`src/rtl/wb_mem_req_arbiter.sv`:
```
// Serialises the five ao486 memory request channels onto the single Wishbone command engine.
// Optional watchdog on the WAIT state is enabled by defining WB_MEM_ARB_TIMEOUT_EN.
module wb_mem_req_arbiter #(
    parameter int STARVE_LIMIT   = 4,
    parameter int TIMEOUT_CYCLES = 1024
) (
    input  logic       wb_clk,
    input  logic       wb_rst,
    input  logic       writeburst_do,
    output logic       writeburst_done,
    input  logic       writeline_do,
    output logic       writeline_done,
    input  logic       readburst_do,
    output logic       readburst_done,
    input  logic       readline_do,
    output logic       readline_done,
    input  logic       readcode_do,
    output logic       readcode_done,
    output logic       eng_start,
    output logic [2:0] eng_sel,
    input  logic       eng_done,
    output logic       arb_busy,
    output logic       timeout_err
);
    typedef enum logic [1:0] {S_IDLE, S_WAIT, S_DONE, S_HOLD} state_t;

    localparam logic [2:0] SEL_NONE  = 3'd7;
    localparam logic [3:0] STARVE_LIM = 4'(STARVE_LIMIT);

    state_t     state, state_nx;
    logic [2:0] sel_nx, win;
    logic       start_nx, busy_nx, tmo_fire, eng_fin;
    logic [4:0] done_q, done_nx;
    logic [3:0] starve_cnt, starve_nx;

    // The engine cannot finish in its own start cycle, so eng_done is masked there.
    assign eng_fin = eng_done && !eng_start;

    always_comb begin
        win = SEL_NONE;
        if (readcode_do && starve_cnt >= STARVE_LIM) win = 3'd4;
        else if (writeburst_do)                      win = 3'd0;
        else if (writeline_do)                       win = 3'd1;
        else if (readburst_do)                       win = 3'd2;
        else if (readline_do)                        win = 3'd3;
        else if (readcode_do)                        win = 3'd4;
    end

`ifdef WB_MEM_ARB_TIMEOUT_EN
    localparam int TW = $clog2(TIMEOUT_CYCLES + 1);
    logic [TW-1:0] tmo_cnt;
    logic          tmo_err_q;

    always_ff @(posedge wb_clk or negedge wb_rst) begin
        if (!wb_rst) begin
            tmo_cnt   <= '0;
            tmo_err_q <= 1'b0;
        end else begin
            tmo_cnt <= (state == S_WAIT) ? tmo_cnt + 1'b1 : '0;
            if (tmo_fire) tmo_err_q <= 1'b1;
        end
    end

    assign tmo_fire    = (state == S_WAIT) && !eng_fin && (tmo_cnt == TW'(TIMEOUT_CYCLES - 1));
    assign timeout_err = tmo_err_q;
`else
    assign tmo_fire    = 1'b0;
    assign timeout_err = 1'b0;
`endif

    always_comb begin
        state_nx  = state;
        sel_nx    = eng_sel;
        start_nx  = 1'b0;
        done_nx   = '0;
        starve_nx = starve_cnt;
        case (state)
            S_IDLE: begin
                if (!readcode_do) starve_nx = '0;
                if (win != SEL_NONE) begin
                    state_nx = S_WAIT;
                    sel_nx   = win;
                    start_nx = 1'b1;
                    if (win == 3'd4)                           starve_nx = '0;
                    else if (readcode_do && starve_cnt != 4'hf) starve_nx = starve_cnt + 4'd1;
                end
            end
            S_WAIT: begin
                if (eng_fin || tmo_fire) begin
                    state_nx = S_DONE;
                    done_nx  = 5'(1) << eng_sel;
                end
            end
            S_DONE: begin
                state_nx = S_HOLD;
                sel_nx   = SEL_NONE;
            end
            default: state_nx = S_IDLE;
        endcase
        busy_nx = (state_nx != S_IDLE);
    end

    always_ff @(posedge wb_clk or negedge wb_rst) begin
        if (!wb_rst) begin
            state      <= S_IDLE;
            eng_sel    <= SEL_NONE;
            eng_start  <= 1'b0;
            done_q     <= '0;
            arb_busy   <= 1'b0;
            starve_cnt <= '0;
        end else begin
            state      <= state_nx;
            eng_sel    <= sel_nx;
            eng_start  <= start_nx;
            done_q     <= done_nx;
            arb_busy   <= busy_nx;
            starve_cnt <= starve_nx;
        end
    end

    assign writeburst_done = done_q[0];
    assign writeline_done  = done_q[1];
    assign readburst_done  = done_q[2];
    assign readline_done   = done_q[3];
    assign readcode_done   = done_q[4];
endmodule

```
`config.mk`:
```
export PLATFORM = sky130hd
export DESIGN_NAME = wb_mem_req_arbiter
export DESIGN_NICKNAME = d
export VERILOG_FILES = /design/src/rtl/wb_mem_req_arbiter.sv
export SDC_FILE = /design/constraint.sdc
export NUM_CORES = 1
export LEC_CHECK = 0
export ABC_AREA = 1
export CAP_MARGIN = 10
export CORE_MARGIN = 3
export CORE_UTILIZATION = 27
export CTS_CLUSTER_DIAMETER = 30
export CTS_CLUSTER_SIZE = 40
export DETAILED_ROUTE_END_ITERATION = 16
export GPL_TIMING_DRIVEN = 0
export PLACE_DENSITY_LB_ADDON = 0.2
export SLEW_MARGIN = 5
export SYNTH_ARGS = -nofsm -noshare
export SYNTH_HDL_FRONTEND = slang
export SYNTH_SLANG_ARGS = --single-unit
```
`constraint.sdc`:
```
create_clock -name wb_clk -period 1.46 [get_ports wb_clk]
set_input_delay 0.292 -clock wb_clk [delete_from_list [all_inputs] [get_ports wb_clk]]
set_output_delay 0.292 -clock wb_clk [all_outputs]
set_load 0.02 [all_outputs]
```
==> results.sh <==
export IMPL_outcome="finished clean"
export IMPL_fin_crit_sh_pct=96.2
export IMPL_drv_cap=0
export IMPL_critPathLaunchType="flip-flop"
export IMPL_clk_latency_ns=0.28
export IMPL_overflow=0
export IMPL_path_buf_inv=1
export IMPL_p_sw_uw=718
export IMPL_clock_path_buffers=2
export IMPL_grt_max_degree=17
export IMPL_seq_power_share_pct=42.3
export IMPL_worstPathMaxFanout=4
export IMPL_cp_depth=1
export IMPL_path_cells="clkdlybuf4s15_2"
export IMPL_gp_congestion=0.746
export IMPL_synthCells=91
export IMPL_p_leak_uw=0.000516
export IMPL_wl_mm=1.52
export IMPL_critPathArrivalTime_ns=1.11
export IMPL_relSlewSlack_pct=51.0
export IMPL_drv_slew=0
export IMPL_cts_tree="yes"
export IMPL_r2r_cells=7
export IMPL_drive_gt1_share_pct=18.6
export IMPL_io_buffers=17
export IMPL_grt_usage_pct=10.2
export IMPL_ys_ff_latch=16
export IMPL_timing_rr_end="starve_cnt[0]$_DFFE_PN0P_"
export IMPL_pwr_share_comb_pct=41.3
export IMPL_skew_ns=0.00680
export IMPL_multiInputGateArea_sq_um=309
export IMPL_postSynthAreaPerCell_sq_um=8.50
export IMPL_grt_pass1_vias=627
export IMPL_netSwitchingFraction_pct=40.8
export IMPL_grt_setup_unrepaired="false"
export IMPL_pin_count=19
export IMPL_synth_top_area_share_pct=42.1
export IMPL_start_util_pct=29.9
export IMPL_final_common_cell="nand2_1"
export IMPL_setup_viol=0
export IMPL_seq_area_sq_um=404
export IMPL_crit_family="flip-flops"
export IMPL_root_buffer="clkbuf_4"
export IMPL_worstPathRequired_ns=1.17
export IMPL_dp_hpwl_mm=1.16
export IMPL_clk_pin_slew_ns=0.10
export IMPL_row_count=18
export IMPL_p_clk_share_pct=16.4
export IMPL_crit_path_end="eng_sel[1]"
export IMPL_ir_drop_mv=0.744
export IMPL_max_slew_worst_pin_slew_ns=0.732
export IMPL_wl_per_cell_microns=10.7
export IMPL_nFillCells=281
export IMPL_power_uw=1760
export IMPL_synth_area_top_cells="dfrtp_1, dfstp_2, nand2_1"
export IMPL_antenna_found_initial=0
export IMPL_drtAntennaViolNets=0
export IMPL_cts_buffers=3
export IMPL_cts_hold_buf=0
export IMPL_viasPerCell=4.58
export IMPL_cp_startpoint="eng_sel[1]$_DFFE_PN1P_"
export IMPL_fmax_mhz=712
export IMPL_cp_end_kind="output pin"
export IMPL_regToRegSetupSlack_ns=0.25
export IMPL_grt_first_pass_wirelength_mm=2.65
export IMPL_synth_area_sq_um=773
export IMPL_yosys_warnings=0
export IMPL_core_area_sq_um=2590
export IMPL_die_area_sq_um=3540
export IMPL_mostFrequentLayoutCells="nand2_1, nand3_1, dfrtp_1"
export IMPL_place_area_sq_um=981
export IMPL_critical_path_class="reg2out"
export IMPL_drtIter0Drc=12
export IMPL_first_pass_iters=4
export IMPL_num_vias=655
export IMPL_critPathMaxStageDelay_ns=0.57
export IMPL_clock_sinks=16
export IMPL_final_nets=123
export IMPL_drc=0
export IMPL_final_cell_area_sq_um=1010
export IMPL_rr_startpoint="starve_cnt[0]$_DFFE_PN0P_"
export IMPL_ys_types=21
export IMPL_intPower_uw=1040
export IMPL_die_x_microns=59.5
export IMPL_yosysSeqAreaShare_pct=52.3
export IMPL_antenna_cells=0
export IMPL_final_util_pct=38.9
export IMPL_hold_viol=0
export IMPL_power_density_nw_per_um2=1750
export IMPL_cp_slowest_cell="dfstp_2"
export IMPL_tns_ns=0
export IMPL_min_period_ns=1.40
export IMPL_syn_nets=100
export IMPL_area_growth_pct=30.3
export IMPL_yosys_area_top_type="dfrtp_1"
export IMPL_die_h_microns=59.5
export IMPL_h_tree_depth=1
export IMPL_hold_path_class="in2async"
==> synth_stat cells (all sizes together) <==
cell	n
buf	1
o211ai	2
dfstp	3
dfrtp	13
nor4	4
nand3	15
conb	1
inv	14
nand2	23
nor2	7
a21oi	2
ha	1
o21ai	4
nand4	1
==> logic make-up after synthesis <==
group	share of synthesized area, %
other	0.485
adders and majority gates	1.62
DFF	52.3
buffers and inverters	7.77
and+or+nand+nor	31.6
AOI/OAI and AO/OA	6.31
==> layout make-up <==
cell class	count	share of cell area (%)
sequential	16	40.1
multi-input combinational	60	30.7
timing repair buffer	18	15.9
inverter	14	5.22
tap	30	3.73
clock buffer	4	3.60
buffer	1	0.745
==> power groups by stage <==
stage | clock, uW | combinational, uW | sequential (uW)
after global routing | 330 | 820 | 773
after detailed placement | 0 | 777 | 762
after floorplan | 0 | 393 | 844
final | 288 | 728 | 745
after global placement | 0 | 768 | 756
after CTS | 303 | 728 | 751
==> worst min-delay path by stage <==
stage / endpoint / slack [ns] / cells past startpoint
6_report: starve_cnt[2]$_DFFE_PN0P_ / 0.43 / 1
3_3_place_gp: starve_cnt[1]$_DFFE_PN0P_ / 0.50 / 2
4_1_cts: starve_cnt[2]$_DFFE_PN0P_ / 0.45 / 1
5_1_grt: done_q[1]$_DFF_PN0_ / 0.48 / 1
2_1_floorplan: arb_busy$_DFF_PN0_ / -0.004 / 0
3_5_place_dp: eng_sel[1]$_DFFE_PN1P_ / 0.51 / 2
==> per-stage QoR <==
step                hold WS (ns)  setup WS (ns)  instances
floorplan               -0.00359          0.373         91
global placement           0.505         -0.158        138
detailed placement         0.506         -0.168        138
CTS                        0.454        0.00173        142
global route               0.479        0.00338        143
finish                     0.432         0.0559        143
==> timing repair <==
item                       CTS  global route
resized for setup           16             1
buffers inserted             0             1
pin swaps                    0             0
setup endpoints to repair   10             2
==> routing by layer <==
metal	part of all wire [%]	vias to the layer above	global-route usage [%]
met3	8.0	2	3.05
met1	46	301	12.9
met2	45	15	15.0
met5	0	-	0
met4	0.92	0	6.65
li1	-	337	-
==> sequential cells by signal (all words and copies together), names as in the netlist <==
signal / count
done_q: 5
starve_cnt: 4
eng_sel: 3
state: 2
arb_busy: 1
eng_start: 1
Note: power is estimated with default switching activity, not from simulation.
==> RTL change, RTL diff (same settings) <==
Add an input register stage for `writeline_do`, `readline_do`, `readcode_do` and `eng_done`; this delays them by one clock. Comments in the files are not updated.
--- a/src/rtl/wb_mem_req_arbiter.sv
+++ b/src/rtl/wb_mem_req_arbiter.sv
@@ -27,6 +27,18 @@
     localparam logic [2:0] SEL_NONE  = 3'd7;
     localparam logic [3:0] STARVE_LIM = 4'(STARVE_LIMIT);
 
+    logic writeline_do_q;
+    logic readline_do_q;
+    logic readcode_do_q;
+    logic eng_done_q;
+
+    always_ff @(posedge wb_clk) begin
+        writeline_do_q <= writeline_do;
+        readline_do_q  <= readline_do;
+        readcode_do_q  <= readcode_do;
+        eng_done_q     <= eng_done;
+    end
+
     state_t     state, state_nx;
     logic [2:0] sel_nx, win;
     logic       start_nx, busy_nx, tmo_fire, eng_fin;
@@ -34,16 +46,16 @@
     logic [3:0] starve_cnt, starve_nx;
 
     // The engine cannot finish in its own start cycle, so eng_done is masked there.
-    assign eng_fin = eng_done && !eng_start;
+    assign eng_fin = eng_done_q && !eng_start;
 
     always_comb begin
         win = SEL_NONE;
-        if (readcode_do && starve_cnt >= STARVE_LIM) win = 3'd4;
+        if (readcode_do_q && starve_cnt >= STARVE_LIM) win = 3'd4;
         else if (writeburst_do)                      win = 3'd0;
-        else if (writeline_do)                       win = 3'd1;
+        else if (writeline_do_q)                       win = 3'd1;
         else if (readburst_do)                       win = 3'd2;
-        else if (readline_do)                        win = 3'd3;
-        else if (readcode_do)                        win = 3'd4;
+        else if (readline_do_q)                        win = 3'd3;
+        else if (readcode_do_q)                        win = 3'd4;
     end
 
 `ifdef WB_MEM_ARB_TIMEOUT_EN
@@ -76,13 +88,13 @@
         starve_nx = starve_cnt;
         case (state)
             S_IDLE: begin
-                if (!readcode_do) starve_nx = '0;
+                if (!readcode_do_q) starve_nx = '0;
                 if (win != SEL_NONE) begin
                     state_nx = S_WAIT;
                     sel_nx   = win;
                     start_nx = 1'b1;
                     if (win == 3'd4)                           starve_nx = '0;
-                    else if (readcode_do && starve_cnt != 4'hf) starve_nx = starve_cnt + 4'd1;
+                    else if (readcode_do_q && starve_cnt != 4'hf) starve_nx = starve_cnt + 4'd1;
                 end
             end
             S_WAIT: begin
Formal check against the unedited RTL: not equivalent (Yosys sat finds a counterexample within 4 cycles, from zero or initial values and one cycle with wb_rst low).
==> RTL change against the unedited design <==
Count of clock-buffer cells in the layout unchanged. Die area increased by 19%. Synthesized area increased by 21%. Wire length increased by 14%. Via count increased by 8.9%. Synthesized cell count increased by 11%. Critical path depth unchanged. Power increased by 6.7%. Sequential cell count increased by 4. Sequential power increased by 18%. Design area increased by 16%. Setup slack got worse by 0.012 ns. Critical endpoint is now eng_sel[0]. Largest power group unchanged.
==> RTL change: results (changes against the unedited design) <==
stage,metric,value,unit,change
run_status,status,"complete, no violations",,
setup_path,cp-endpoint,eng_sel[0],,
sta,finClkSkew,0.00208,ns,-0.00472 ns
placed_design,dpl_worst_slack,-0.0242,ns,+0.144 ns
synthesis,synth-seq-area-share,51.6,%,-0.67 points
sta,slew_headroom,51.4,%,+0.40 points
pwr,p_seq_share,46.9,%,+4.6 points
placed_design,gp_congestion,0.728,,-2.4%
synthesis,ys_top_cells_by_count,"nand2_1, dfrtp_1, nand3_1",,
route,wirelength,1.73,mm,+14%
sta,timing.fmax,706,MHz,-0.87%
global_route,met3_usage,3.64,%,+0.59 points
route,drt_iter0_drc,36,,+24
synthesis,synthAdderAreaFrac,1.33,%,-0.28 points
pwr,p_int,1.12,mW,+7.0%
pwr,p_leak,0.598,nW,+16%
placed_design,dpl-instance-area,1160,sq um,+19%
global_route,grt_pass1_wl,3.06,mm,+16%
setup_path,rr_endpoint,starve_cnt[1],,
synthesis,ys_types,23,,+9.5%
layout,syn_to_final_growth,24.9,%,
global_route,first_global_vias,723,,+15%
setup_path,startpoint,eng_sel[0],,
global_route,met2_usage,15.7,%,+0.73 points
layout,instances_no_fill,166,,+16%
global_route,grtUsageTotal,9.41,%,-0.80 points
layout,final_net_count,132,,+7.3%
setup_path,reg2reg_depth,6,,-1
pwr,irDropWorstVdd,0.787,mV,+5.8%
-- RTL change: how the worst min path moves through the flow --
stage               cells past startpoint     startpoint             to
finish                                  1         wb_rst  starve_cnt[0]
CTS                                     1    readline_do  readline_do_q
global placement                        2  starve_cnt[0]  starve_cnt[0]
global route                            1    readline_do  readline_do_q
detailed placement                      2  starve_cnt[1]  starve_cnt[1]
floorplan                               0         wb_rst       arb_busy
-- RTL change: area by class of cell --
| type | instances | area share (%) |
|---|---|---|
| plain buffers | 2 | 1.60 |
| repair buffers | 17 | 13.0 |
| clock buffers | 4 | 2.24 |
| well taps | 44 | 4.70 |
| inverters | 14 | 5.76 |
| flip-flops and latches | 20 | 41.3 |
| multi-input cells | 65 | 31.4 |
-- RTL change: timing repair --
action / 4_1_cts / 5_1_grt
cloned: 0 / 0
resized for setup: 17 / 1
endpoints found under the setup margin: 10 / 1
-- RTL change: per-layer routing --
metal	vias to the layer above	routed length, um
met5	-	0
met1	336	749
li1	362	-
met3	2	105
met4	0	19
met2	13	858
